===== config.mk =====
export PLATFORM = sky130hd
export DESIGN_NAME = wb_arbiter2
export DESIGN_NICKNAME = d
export VERILOG_FILES = /design/src/rtl/wb_arbiter2.sv
export SDC_FILE = /design/constraint.sdc
export NUM_CORES = 1
export LEC_CHECK = 0
export CORE_AREA = 4 4 123 125
export CTS_BUF_LIST = sky130_fd_sc_hd__clkbuf_8
export DETAILED_ROUTE_END_ITERATION = 16
export DIE_AREA = 0 0 127 129
export GPL_TIMING_DRIVEN = 0
export PLACE_DENSITY = 0.55
export SLEW_MARGIN = 20
export SYNTH_ARGS = -nofsm -noshare
export SYNTH_HDL_FRONTEND = slang
export SYNTH_SLANG_ARGS = --single-unit

===== constraint.sdc =====
create_clock -name clk_i -period 5.98 [get_ports clk_i]
set_input_delay 1.196 -clock clk_i [delete_from_list [all_inputs] [get_ports clk_i]]
set_output_delay 1.196 -clock clk_i [all_outputs]
set_load 0.01 [all_outputs]

===== src/rtl/wb_arbiter2.sv =====
// Two-master pipelined Wishbone arbiter. It holds the grant for a whole cyc tenure, caps outstanding strobes and recovers from a hung slave with a synthetic ack.
// Optional WB_ARB_ROUND_ROBIN_EN: a collision in IDLE grants the master that was not granted most recently; otherwise datbus always wins.
module wb_arbiter2 #(
    parameter int MAX_OUTSTANDING = 4,
    parameter int TIMEOUT_CYCLES  = 1024
) (
    input  logic        clk_i,
    input  logic        rst_ni,
    // instruction-fetch master
    input  logic        i_ins_cyc,
    input  logic        i_ins_stb,
    input  logic        i_ins_we,
    input  logic [3:0]  i_ins_sel,
    input  logic [31:0] i_ins_adr,
    input  logic [31:0] i_ins_dat,
    output logic [31:0] o_ins_dat,
    output logic        o_ins_ack,
    output logic        o_ins_stall,
    // data master
    input  logic        i_dat_cyc,
    input  logic        i_dat_stb,
    input  logic        i_dat_we,
    input  logic [3:0]  i_dat_sel,
    input  logic [31:0] i_dat_adr,
    input  logic [31:0] i_dat_dat,
    output logic [31:0] o_dat_dat,
    output logic        o_dat_ack,
    output logic        o_dat_stall,
    // merged bus toward the MMU
    output logic        o_cpu_cyc,
    output logic        o_cpu_stb,
    output logic        o_cpu_we,
    output logic [3:0]  o_cpu_sel,
    output logic [31:0] o_cpu_adr,
    output logic [31:0] o_cpu_dat,
    input  logic [31:0] i_cpu_dat,
    input  logic        i_cpu_ack,
    input  logic        i_cpu_stall,
    output logic        fault
);
    localparam int CNT_W = $clog2(MAX_OUTSTANDING + 1);
    localparam int TMO_W = (TIMEOUT_CYCLES > 1) ? $clog2(TIMEOUT_CYCLES) : 1;

    typedef enum logic [1:0] {IDLE, GRANT_INS, GRANT_DAT} state_t;

    state_t             r_state, w_state_nxt;
    logic [CNT_W-1:0]   r_out_cnt, w_out_cnt_nxt;
    logic [TMO_W-1:0]   r_tmo_cnt, w_tmo_cnt_nxt;

    logic               w_granted, w_sel_dat, w_full, w_tmo_ack, w_ack_any, w_accept;
    logic               w_m_cyc, w_m_stb, w_m_we, w_oth_cyc, w_dat_wins;
    logic [3:0]         w_m_sel;
    logic [31:0]        w_m_adr, w_m_dat, w_rsp_dat;
    state_t             w_oth_state;

`ifdef WB_ARB_ROUND_ROBIN_EN
    logic r_last_dat;
    assign w_dat_wins = !r_last_dat;

    always_ff @(posedge clk_i or negedge rst_ni) begin
        if (!rst_ni) begin
            r_last_dat <= 1'b0;
        end else if (w_state_nxt != r_state && w_state_nxt != IDLE) begin
            r_last_dat <= (w_state_nxt == GRANT_DAT);
        end
    end
`else
    assign w_dat_wins = 1'b1;
`endif

    assign w_granted   = (r_state != IDLE);
    assign w_sel_dat   = (r_state == GRANT_DAT);
    assign w_m_cyc     = w_sel_dat ? i_dat_cyc : i_ins_cyc;
    assign w_m_stb     = w_sel_dat ? i_dat_stb : i_ins_stb;
    assign w_m_we      = w_sel_dat ? i_dat_we  : i_ins_we;
    assign w_m_sel     = w_sel_dat ? i_dat_sel : i_ins_sel;
    assign w_m_adr     = w_sel_dat ? i_dat_adr : i_ins_adr;
    assign w_m_dat     = w_sel_dat ? i_dat_dat : i_ins_dat;
    assign w_oth_cyc   = w_sel_dat ? i_ins_cyc : i_dat_cyc;
    assign w_oth_state = w_sel_dat ? GRANT_INS : GRANT_DAT;

    assign w_full    = (r_out_cnt == CNT_W'(MAX_OUTSTANDING));
    // A real ack in the expiry cycle takes precedence, so no fault is raised then.
    assign w_tmo_ack = w_granted && (r_out_cnt != '0) && !i_cpu_ack &&
                       (r_tmo_cnt == TMO_W'(TIMEOUT_CYCLES - 1));
    assign w_ack_any = i_cpu_ack | w_tmo_ack;
    assign w_rsp_dat = w_tmo_ack ? 32'h0 : i_cpu_dat;

    assign o_cpu_cyc = w_granted & w_m_cyc;
    assign o_cpu_stb = w_granted & w_m_stb & !w_full;
    assign o_cpu_we  = w_granted & w_m_we;
    assign o_cpu_sel = w_granted ? w_m_sel : 4'h0;
    assign o_cpu_adr = w_granted ? w_m_adr : 32'h0;
    assign o_cpu_dat = w_granted ? w_m_dat : 32'h0;
    assign w_accept  = o_cpu_stb & !i_cpu_stall;

    assign o_ins_ack   = (r_state == GRANT_INS) & w_ack_any;
    assign o_ins_stall = (r_state == GRANT_INS) ? (i_cpu_stall | w_full) : 1'b1;
    assign o_ins_dat   = (r_state == GRANT_INS) ? w_rsp_dat : 32'h0;
    assign o_dat_ack   = (r_state == GRANT_DAT) & w_ack_any;
    assign o_dat_stall = (r_state == GRANT_DAT) ? (i_cpu_stall | w_full) : 1'b1;
    assign o_dat_dat   = (r_state == GRANT_DAT) ? w_rsp_dat : 32'h0;
    assign fault       = w_tmo_ack;

    always_comb begin
        w_state_nxt   = r_state;
        w_out_cnt_nxt = r_out_cnt;
        w_tmo_cnt_nxt = r_tmo_cnt;
        case (r_state)
            IDLE: begin
                w_out_cnt_nxt = '0;
                w_tmo_cnt_nxt = '0;
                if (i_dat_cyc && i_ins_cyc) begin
                    w_state_nxt = w_dat_wins ? GRANT_DAT : GRANT_INS;
                end else if (i_dat_cyc) begin
                    w_state_nxt = GRANT_DAT;
                end else if (i_ins_cyc) begin
                    w_state_nxt = GRANT_INS;
                end
            end
            GRANT_INS, GRANT_DAT: begin
                if (!w_m_cyc) begin
                    // Release: hand straight over to a waiting master, drop the tenure's bookkeeping.
                    w_state_nxt   = w_oth_cyc ? w_oth_state : IDLE;
                    w_out_cnt_nxt = '0;
                    w_tmo_cnt_nxt = '0;
                end else begin
                    if (w_accept && !w_ack_any) begin
                        w_out_cnt_nxt = r_out_cnt + CNT_W'(1);
                    end else if (!w_accept && w_ack_any && r_out_cnt != '0) begin
                        w_out_cnt_nxt = r_out_cnt - CNT_W'(1);
                    end
                    if (w_ack_any || r_out_cnt == '0) begin
                        w_tmo_cnt_nxt = '0;
                    end else begin
                        w_tmo_cnt_nxt = r_tmo_cnt + TMO_W'(1);
                    end
                end
            end
            default: begin
                w_state_nxt   = IDLE;
                w_out_cnt_nxt = '0;
                w_tmo_cnt_nxt = '0;
            end
        endcase
    end

    always_ff @(posedge clk_i or negedge rst_ni) begin
        if (!rst_ni) begin
            r_state   <= IDLE;
            r_out_cnt <= '0;
            r_tmo_cnt <= '0;
        end else begin
            r_state   <= w_state_nxt;
            r_out_cnt <= w_out_cnt_nxt;
            r_tmo_cnt <= w_tmo_cnt_nxt;
        end
    end

endmodule

# --- Word level (Yosys, flattened, before mapping) ---
# Index checks and enable logic that the tools add are counted.
word_totals:
  regBits: 15
classes:
  n_addsub: 3
  eq_ne: 7
  muxes: 29
  bitwise: 9
  n_reduce_logical: 19
ops:
  columns: ["operator", "count"]
  rows:
  - ["$mux 32", 7]
  - ["$mux 10", 3]
  - ["$mux 2", 6]
  - ["$mux 3", 4]
  - ["$add 10x1->10 const B", 1]
  - ["$eq 10x10->1 const B", 1]
  - ["$mux 4", 2]
  - ["$ne 4x4->1 const B", 2]
  - ["$and 1x1->1", 7]
  - ["$logic_and 1x1->1", 7]
  - ["$mux 1", 6]
  - ["$logic_not 1->1", 5]
  - ["$pmux 2 s2", 1]
  - ["$add 3x1->3 const B", 1]
  - ["$eq 3x3->1 const B", 1]
  - ["$logic_not 3->1", 1]
  - ["$reduce_bool 3->1", 1]
  - ["$sub 3x1->3 const B", 1]
  - ["$eq 2x1->1 const B", 1]
  - ["$eq 2x2->1 const B", 1]
  - ["$logic_not 2->1", 1]
  - ["$ne 2x2->1 const B", 1]
  - ["$or 1x1->1", 2]
  - ["$reduce_and 2->1", 1]
  - ["3 further kinds", 3]

# --- Depth between registers and ports, before layout ---
logic_depth:
  depth_word: 12
  mapped_depth: 8
  ltp_nobuf: 8

# --- Worst setup path after synthesis ---
# No wires, ideal clock.
synth_timing:
  kind: "input -> output"
  from: "input i_cpu_ack"
  to: "output o_ins_dat[10]"
  arrival_time_ns: 2.254
  path_slack_ns: 2.530
  stages: 5
  cell_sequence: "nand4bb_1 > nor4_4 > nor2b_1 > clkbuf_1 > and2_1"
synth_via:
  elab_chain_cells: 5
synth_lines:
  columns: ["element", "line_no", "rtl"]
  rows:
  - ["from (decl)", "37", "input logic i_cpu_ack,"]
  - ["$logic_not 1->1", "84", "assign w_tmo_ack = w_granted && (r_out_cnt != '0) && !i_cpu_ack &&"]
  - ["$logic_and 1x1->1 (2 in a row)", "84", null]
  - ["net fault", "39", "output logic fault"]
  - ["$mux 32", "87", "assign w_rsp_dat = w_tmo_ack ? 32'h0 : i_cpu_dat;"]
  - ["$mux 32", "99", "assign o_ins_dat = (r_state == GRANT_INS) ? w_rsp_dat : 32'h0;"]
  - ["to (decl)", "16", "output logic [31:0] o_ins_dat,"]
# The timed path passes the listed nets, and every way through them passes these cells.

# --- Worst setup path after layout ---
layout_timing:
  from: "input i_cpu_ack"
  to: "output o_dat_dat[2]"
layout_via:
  elab_chain_cells: 5
layout_lines:
  columns: ["element", "line_no", "rtl"]
  rows:
  - ["$logic_not 1->1", "84", null]
  - ["$logic_and 1x1->1 (2 in a row)", "84", null]
  - ["$mux 32", "87", null]
  - ["$mux 32", "102", "assign o_dat_dat = (r_state == GRANT_DAT) ? w_rsp_dat : 32'h0;"]
  - ["to (decl)", "26", "output logic [31:0] o_dat_dat,"]
# No other way between the ends.

==> results.yml <==
outcome:
  status: "completed"
cts:
  insertion_delay_ns: 0.24
  cts_root_buffer: "clkbuf_8"
  cts_max_path_buffers: 2
  h-tree-depth: 1
  hold_buffers: 0
  cts_resized: 0
  clock_sinks: 15
  clkSlewWorstSetupHoldPaths_ns: 0.06
  cts_setup_buffers: 0
  cts_tree: "yes"
  cts_buffers: 3
drt:
  drt_iter0_markers: 90
  drtPass1Iterations: 4
  ant_nets: 0
  vias: 3394
  drc_errors: 0
  totalWireLength_mm: 14.6
  viasPerCell: 4.08
  wl_per_cell_microns: 17.6
min_path:
  hold-path-endpoint: "r_tmo_cnt[0]"
  holdPathStages: 1
  min-delay-start: "r_tmo_cnt[0]"
  min_path_type: "flip-flop to flip-flop"
layout:
  nNetsFinal: 836
  layout_commonest_cell: "clkdlybuf4s50_1"
  syn_to_final_growth_pct: 143
  drive_gt1_frac: 0.0169
  layout_common_cells: "clkdlybuf4s50_1, nor2_1, mux2i_1, and2_1, dfrtp_1"
  antenna_cells: 0
pwr:
  power_density_mw_per_mm2: 316
  ir_drop_mv: 0.149
  leakagePower_nw: 2.26
critical_path:
  cp-start-kind: "input pin"
  timing.critical_path.mode_cell: "clkdlybuf4s50_1"
  end_kind: "output port"
  critPathMaxFanout: 10
  rr_startpoint: "r_state[0]"
  critical_path_arrival_ns: 3.47
  cp.depth: 7
  path_cells: "clkdlybuf4s50_1, nand4bb_1, nor4_4, nor2_1, clkbuf_1, and2_1, clkdlybuf4s50_1"
  cp_top_family: "buffers and inverters"
  critPathMaxStageDelay_ns: 0.51
  worst_ep_required_time_ns: 4.78
  path_class: "input pin to output port"
  worstPathBufferInverterCount: 3
  cp_slowest_cell: "clkdlybuf4s50_1"
  regToRegEndpoint: "r_out_cnt[1]"
  r2r_slack_ns: 3.49
  ff2ff_path_depth: 8
floorplan:
  core_sq_mm: 0.0139
  die_h_microns: 129
  rows: 43
  initial_core_util: 0.173
  io_pins: 318
  die-area_sq_mm: 0.0164
  die_x_microns: 127
logic_synthesis:
  ys.warnings.count: 0
  synth_seq_cells: 15
  yosysTopAreaCell: "mux2i_1"
  syn_avg_cell_area_sq_um: 7.29
  ys_seq_area_frac: 0.156
  syn-cell-area_sq_mm: 0.00241
  async_flop_share: 1.00
  synth-main-ff-cell: "dfrtp_1"
  synthCells: 330
  synth_edf_count: 0
  synth.distinct_cells: 35
  synth_nets: 514
  yosys-top-cells-area: "mux2i_1, and2_1, dfrtp_1"
  synth_top_area_share: 0.304
placed_design:
  gp_congestion: 0.876
  hpwl_mm: 12.9
  numPortBuffers: 317
run:
  max-cap-violations: 0
sta:
  rsz0062_at_grt: "no"
  whs_ns: 0.496
  maxSlewHeadroom: 0.481
  max_freq_mhz: 214
  drv_slew: 0
  tns_ns: 0
  setup_viol_count_final: 0
  fin_worst_skew_ns: 0.00227
  period_needed_ns: 4.67
  finalCritPeriodShare: 0.780
  worst_pin_slew_ns: 0.779
  finalHoldViolations: 0
global_routing:
  antenna_found_initial: 0
  grt_pass1_vias: 3427
  grt_usage: 0.162
  grt_max_degree: 16
  grt_pass1_wl_mm: 20.8
  grt_overflow: 0
[per-layer routing]
| metal | wire, microns | up-vias | part of all wire | GRT usage |
|---|---|---|---|---|
| met5 | 0 | - | 0 | 0 |
| met4 | 197 | 0 | 0.013 | 0.0215 |
| met3 | 1030 | 12 | 0.070 | 0.0419 |
| met2 | 7700 | 138 | 0.53 | 0.305 |
| met1 | 5680 | 1520 | 0.39 | 0.189 |
| li1 | - | 1724 | - | - |
[state kept, by name, summed over array words and instances, names as in the netlist]
| signal | cells |
|---|---|
| r_out_cnt | 3 |
| r_state | 2 |
| r_tmo_cnt | 10 |
[synthesized netlist by cell type (4+ instances only)]
library cell	number
and2_1	64
buf_1	8
clkbuf_1	12
dfrtp_1	15
ha_1	5
inv_1	10
mux2i_1	73
nand2_1	10
nand3_1	4
nor2_1	86
nor3_1	5
xnor2_1	4
[area by class of cell]
cell class              instances  area, sq um
plain buffers                  22         85.1
clock buffers                   3         41.3
clock inverters                 1         3.75
fillers                      1391         8030
inverters                      10         37.5
multi-input cells             283         1910
flip-flops and latches         15          375
well taps                     180          225
repair buffers                317         3170
[cells by family after synthesis]
family | synth area share
compound gates | 0.0390
buf+inv | 0.0510
xor+xnor | 0.0255
mux | 0.304
simple gates | 0.391
flops | 0.156
fa+ha+maj | 0.0343
[how the worst max path moves through the flow]
stage | slack (ns) | end | startpoint
4_1_cts | 1.29 | o_dat_dat[2] | i_cpu_ack
6_report | 1.31 | o_dat_dat[2] | i_cpu_ack
5_1_grt | 1.11 | o_dat_dat[2] | i_cpu_ack
3_3_place_gp | 1.32 | o_ins_dat[7] | i_cpu_ack
3_5_place_dp | 1.30 | o_dat_dat[2] | i_cpu_ack
2_1_floorplan | 2.53 | o_ins_dat[10] | i_cpu_ack
[where the power goes]
group	internal, mW	switching (mW)
Clock	0.0454	0.0333
Sequential	0.110	0.0102
Combinational	0.885	0.767
Total	1.04	0.810
[per-stage QoR]
step	util	instance area, sq um	std cells	total power, mW	setup WS, ns
2_1_floorplan	-	2410	330	0.882	2.53
3_3_place_gp	0.418	5800	827	1.78	1.32
3_5_place_dp	0.418	5800	827	1.80	1.30
4_1_cts	0.421	5850	831	1.88	1.29
5_1_grt	0.421	5850	831	1.99	1.11
6_report	0.421	5850	831	1.85	1.31
(Power assumes the default switching activity.)
